[src/rtl/cla_pkg.sv]
// Shared definitions for the pipelined carry-lookahead adder/subtractor:
// operation encodings, default geometry and the group-count helper.
package cla_pkg;

   typedef enum logic [1:0] {
      OP_ADD = 2'b00,
      OP_ADC = 2'b01,
      OP_SUB = 2'b10,
      OP_SBB = 2'b11
   } op_e;

   localparam int unsigned DEF_WIDTH = 32;
   localparam int unsigned DEF_GROUP = 4;
   localparam int unsigned NGROUPS   = DEF_WIDTH / DEF_GROUP;

   function automatic int unsigned ngroups(input int unsigned width, input int unsigned group);
      return width / group;
   endfunction

endpackage

[src/rtl/cla_group.sv]
// Combinational GROUP-bit lookahead unit: in-group carries plus group
// propagate/generate for the second-level lookahead.
module cla_group #(
   parameter int unsigned GROUP = 4
) (
   input  logic [GROUP-1:0] p,
   input  logic [GROUP-1:0] g,
   input  logic             ci,
   output logic [GROUP-1:0] c,
   output logic             gp,
   output logic             gg
);

   logic term;

   // c[i] is the carry into bit i, expanded as a flat OR of products.
   always_comb begin
      c    = '0;
      gg   = 1'b0;
      term = 1'b0;
      for (int unsigned i = 0; i < GROUP; i++) begin
         term = ci;
         for (int unsigned j = 0; j < i; j++) term = term & p[j];
         c[i] = term;
         for (int unsigned k = 0; k < i; k++) begin
            term = g[k];
            for (int unsigned j = k + 1; j < i; j++) term = term & p[j];
            c[i] = c[i] | term;
         end
      end
      for (int unsigned k = 0; k < GROUP; k++) begin
         term = g[k];
         for (int unsigned j = k + 1; j < GROUP; j++) term = term & p[j];
         gg = gg | term;
      end
   end

   assign gp = &p;

endmodule

[src/rtl/cla_pipe_addsub.sv]
// Two-stage pipelined carry-lookahead ADD/ADC/SUB/SBB with valid/ready
// handshakes on both sides and carry/overflow/zero/negative flags.
module cla_pipe_addsub
   import cla_pkg::*;
#(
   parameter int unsigned WIDTH = DEF_WIDTH,
   parameter int unsigned GROUP = DEF_GROUP
) (
   input  logic             clk,
   input  logic             rst_n,
   input  logic             in_valid,
   output logic             in_ready,
   input  logic [WIDTH-1:0] a,
   input  logic [WIDTH-1:0] b,
   input  logic [1:0]       op,
   input  logic             cin,
   output logic             out_valid,
   input  logic             out_ready,
   output logic [WIDTH-1:0] sum,
   output logic             cout,
   output logic             ovf,
   output logic             zero,
   output logic             neg
);

   localparam int unsigned NG = ngroups(WIDTH, GROUP);

   if (WIDTH % GROUP != 0) begin : g_bad_width
      $error("cla_pipe_addsub: WIDTH must be a multiple of GROUP");
   end
   if (!(GROUP == 2 || GROUP == 4 || GROUP == 8)) begin : g_bad_group
      $error("cla_pipe_addsub: GROUP must be 2, 4 or 8");
   end
   if (WIDTH < 8) begin : g_bad_min
      $error("cla_pipe_addsub: WIDTH must be at least 8");
   end

   logic             s1_valid, s2_valid, s1_adv, accept;
   logic [WIDTH-1:0] b_eff, p_d, g_d, gc_d;
   logic [NG-1:0]    gp_d, gg_d;
   logic             c0_d;

   logic [WIDTH-1:0] s1_p, s1_gc;
   logic [NG-1:0]    s1_gp, s1_gg;
   logic             s1_c0;

   logic [NG:0]      cg;
   logic [WIDTH:0]   carry;
   logic [WIDTH-1:0] sum_d;
   logic             term;

   assign s1_adv    = !s2_valid || (s2_valid && out_ready);
   assign in_ready  = !s1_valid || s1_adv;
   assign accept    = in_valid && in_ready;
   assign out_valid = s2_valid;

   always_comb begin
      b_eff = op[1] ? ~b : b;
      p_d   = a ^ b_eff;
      g_d   = a & b_eff;
      case (op_e'(op))
         OP_ADD:  c0_d = 1'b0;
         OP_SUB:  c0_d = 1'b1;
         default: c0_d = cin;
      endcase
   end

   // Groups are evaluated with a zero carry-in here; stage 2 folds the real
   // group carry back in as (prefix-propagate & group carry).
   for (genvar gi = 0; gi < NG; gi++) begin : g_grp
      cla_group #(.GROUP(GROUP)) u_grp (
         .p  (p_d[gi*GROUP +: GROUP]),
         .g  (g_d[gi*GROUP +: GROUP]),
         .ci (1'b0),
         .c  (gc_d[gi*GROUP +: GROUP]),
         .gp (gp_d[gi]),
         .gg (gg_d[gi])
      );
   end

   always_ff @(posedge clk or negedge rst_n) begin
      if (!rst_n) s1_valid <= 1'b0;
      else        s1_valid <= accept || (s1_valid && !s1_adv);
   end

   always_ff @(posedge clk) begin
      if (accept) begin
         s1_p  <= p_d;
         s1_gc <= gc_d;
         s1_gp <= gp_d;
         s1_gg <= gg_d;
         s1_c0 <= c0_d;
      end
   end

   always_comb begin
      cg    = '0;
      carry = '0;
      term  = 1'b0;
      cg[0] = s1_c0;
      for (int unsigned k = 1; k <= NG; k++) begin
         term = s1_c0;
         for (int unsigned j = 0; j < k; j++) term = term & s1_gp[j];
         cg[k] = term;
         for (int unsigned j = 0; j < k; j++) begin
            term = s1_gg[j];
            for (int unsigned m = j + 1; m < k; m++) term = term & s1_gp[m];
            cg[k] = cg[k] | term;
         end
      end
      for (int unsigned i = 0; i < WIDTH; i++) begin
         term = cg[i / GROUP];
         for (int unsigned j = (i / GROUP) * GROUP; j < i; j++) term = term & s1_p[j];
         carry[i] = s1_gc[i] | term;
      end
      carry[WIDTH] = cg[NG];
      sum_d        = s1_p ^ carry[WIDTH-1:0];
   end

   always_ff @(posedge clk or negedge rst_n) begin
      if (!rst_n) begin
         s2_valid <= 1'b0;
         sum      <= '0;
         cout     <= 1'b0;
         ovf      <= 1'b0;
         zero     <= 1'b0;
         neg      <= 1'b0;
      end else if (s1_adv) begin
         s2_valid <= s1_valid;
         if (s1_valid) begin
            sum  <= sum_d;
            cout <= carry[WIDTH];
            ovf  <= carry[WIDTH-1] ^ carry[WIDTH];
            zero <= ~|sum_d;
            neg  <= sum_d[WIDTH-1];
         end
      end
   end

endmodule
[config.mk]
export PLATFORM = sky130hd
export DESIGN_NAME = cla_pipe_addsub
export DESIGN_NICKNAME = d
export VERILOG_FILES = /design/src/rtl/cla_pkg.sv /design/src/rtl/cla_group.sv /design/src/rtl/cla_pipe_addsub.sv
export SDC_FILE = /design/constraint.sdc
export NUM_CORES = 1
export LEC_CHECK = 0
export CAP_MARGIN = 25
export CORE_MARGIN = 2
export CORE_UTILIZATION = 43
export DETAILED_ROUTE_END_ITERATION = 8
export PLACE_DENSITY_LB_ADDON = 0.08
export SLEW_MARGIN = 20
export SYNTH_ARGS = -nofsm -noshare
export SYNTH_HDL_FRONTEND = slang
export SYNTH_SLANG_ARGS = --single-unit
[constraint.sdc]
create_clock -name clk -period 6.29 [get_ports clk]
set_input_delay 1.258 -clock clk [delete_from_list [all_inputs] [get_ports clk]]
set_output_delay 1.258 -clock clk [all_outputs]
set_load 0.1 [all_outputs]
==> run summary <==
Mapped Nets = 479
Util after Layout = 57.5%
status = completed
Hold-fix buffers, CTS = 0
Yosys reg bits = 110
Pwr Density = 372 nW/um^2
crit start category = primary input
GRT Total Usage = 15.7%
DRT antenna net count = 0
clock root buffer = clkbuf_16
Die X = 113 um
vias in the first global route = 3016
Yosys top cell by area = edfxtp_1
largest net degree at the start of global routing = 55
RePlAce Congestion = 0.776
cells after synthesis = 368
setup bufs post-CTS = 0
post-CTS sizing = 0
Detail Placement HPWL = 7.83 mm
drt total wl = 9.93 mm
post-synth top area share = 42.6%
n_diodes = 0
Max-Slew Margin vs Limit = 32.1%
Worst Path Required = 5030 ps
core footprint = 11600 sq um
worst-margin pin slew = 1010 ps
EDFF count, synth = 73
mean area per synthesized cell = 14.0 sq um
top post-synthesis cells by count = 73 x edfxtp_1, 52 x xor2_1, 40 x ha_1
Yosys Warn Count = 0
Crit Path Class = primary input to primary output
initial antenna violation count = 0
clock buffer depth = 2
die area = 12800 sq um
ranking of synthesized cells by area = edfxtp_1 43%, dfrtp_1 18%, ha_1 9.7%
Hold/Removal Path Class = flip-flop to flip-flop
Fill cells = 979
# rows = 39
share of cells above drive strength 1 = 7.45%
final-stage net count = 589
starting density of the core = 44.5%
DR WL/cell = 15.9 um
Clock Pin Slew Worst Setup and Hold Paths = 60 ps
TritonCTS clock tree = done
max-cap violations = 0
1st-pass router iterations = 4
Worst Hold Slack = 479 ps
chip height = 113 um
mapped cell area = 5140 sq um
maximum VDD drop = 152 uV
post-layout min period = 4280 ps
drt initial violations = 182
max frequency = 234 MHz
Port Buffers = 108
RSZ-0062 raised after global routing = no
Vias = 3159
total grt overflow = 0
endpoints failing setup = 0
fin crit share = 68.0%
Sink Count = 110
asr flop ratio synth = 33.6%
Worst Path Max Fanout = 3
sequential-to-total area share from yosys stat = 60.6%
count of pins over their slew limit = 0
Critical Path Sink Type = primary output
first-pass GRT wire length = 15.4 mm
Clk Latency, worst-skew pair = 340 ps
Top Ports = 109
DRC = 0
area grow syn2layout = 29.2%
arrival time worst endpoint = 3020 ps
PnR Total Power = 0.00247 W
total CTS buffers = 9
Reg area = 3120 sq um
multi-input logic area = 1970 sq um
leakage = 2.75 nW
Setup Skew = 10.6 ps
Vias per Instance = 5.05
Netlist cell types = 36
setup TNS = 0 ps
CTS H-tree depth = 3
Fin. Hold Viols = 0
Top FF cell, synth = edfxtp_1
count leader, synth = edfxtp_1
==> registers in the layout, indices dropped and copies added, names as in the netlist, 8 cells and up <==
name	count
s1_gc	24
s1_gg	8
sum	32
s1_gp	8
s1_p	32
==> path summary, 6_finish.rpt <==
| path | startpoint | cells after the start | slack, ps | to |
|---|---|---|---|---|
| setup / recovery | out_ready | 3 | 2010 | in_ready |
| hold / removal | sum[22]$_DFFE_PN0P_ | 2 | 480 | sum[22]$_DFFE_PN0P_ |
| max in group asynchronous | rst_n | 1 | 4740 | sum[11]$_DFFE_PN0P_ |
| setup reg to reg | s1_c0$_DFFE_PP_ | 9 | 3340 | zero$_DFFE_PN0P_ |
| hold reg to reg | sum[22]$_DFFE_PN0P_ | 2 | 480 | sum[22]$_DFFE_PN0P_ |
| min in group asynchronous | rst_n | 1 | 1020 | sum[2]$_DFFE_PN0P_ |
==> report_power, final <==
group	total, W	leakage (nW)	switching (W)	internal (W)
Sequential	0.000970	1.16	0.0000646	0.000905
Clock	0.000546	0.142	0.000238	0.000308
Combinational	0.000956	1.45	0.000692	0.000265
==> critical path: stages <==
cell,delay [ps]
clkdlybuf4s50_1,470
nand3b_1,140
clkdlybuf4s50_1,1150
==> placed cells by master (no fill, tap or decap), types with 2 or more instances in the layout <==
| cell type | instances |
|---|---|
| nand2_1 | 23 |
| buf_2 | 2 |
| clkbuf_16 | 9 |
| dfrtp_1 | 37 |
| o21ai_1 | 3 |
| o21ai_0 | 21 |
| xor2_1 | 52 |
| a21oi_1 | 9 |
| nand2b_1 | 4 |
| nor2_1 | 8 |
| nand4_1 | 6 |
| clkdlybuf4s50_1 | 106 |
| edfxtp_1 | 73 |
| and4_1 | 8 |
| a31oi_1 | 7 |
| nor4_1 | 4 |
| and2_2 | 2 |
| buf_4 | 2 |
| mux2_2 | 13 |
| a21o_1 | 28 |
| clkinv_1 | 2 |
| ha_1 | 40 |
| xnor2_1 | 4 |
==> area by class of cell <==
class,count,area share [%]
clock buffers,10,3.45
clock inverters,6,0.904
multi-input cells,247,29.7
flip-flops and latches,110,46.9
well taps,143,2.69
repair buffers,110,16.3
==> routing by layer <==
| layer | GRT usage, % | part of all wire [%] | vias to the layer above |
|---|---|---|---|
| met5 | 0 | 0 | - |
| met1 | 22.0 | 48 | 1470 |
| li1 | - | - | 1596 |
| met2 | 25.0 | 47 | 87 |
| met3 | 4.02 | 4.9 | 6 |
| met4 | 3.41 | 0.80 | 0 |
==> cells by family (layout without fill, tap and decap cells) <==
kind of cell	after synthesis	count (layout)	share of synthesized area [%]
flip-flops	110	110	60.6
AO/OA/AOI/OAI	75	75	9.44
AND/OR/NAND/NOR	63	63	6.79
XOR/XNOR	56	56	9.54
adder cells (fa/ha/maj)	40	40	9.73
multiplexers	13	13	2.85
buffers and inverters	11	126	1.02
==> metrics by stage <==
stage,setup slack [ps],instance area (sq um),std cells
floorplan,1990,5140,368
global placement,2040,6360,610
detailed placement,2020,6360,610
CTS,2010,6650,626
global route,1980,6650,626
finish,2010,6650,626
No activity file was read; power rests on OpenSTA's default activity.
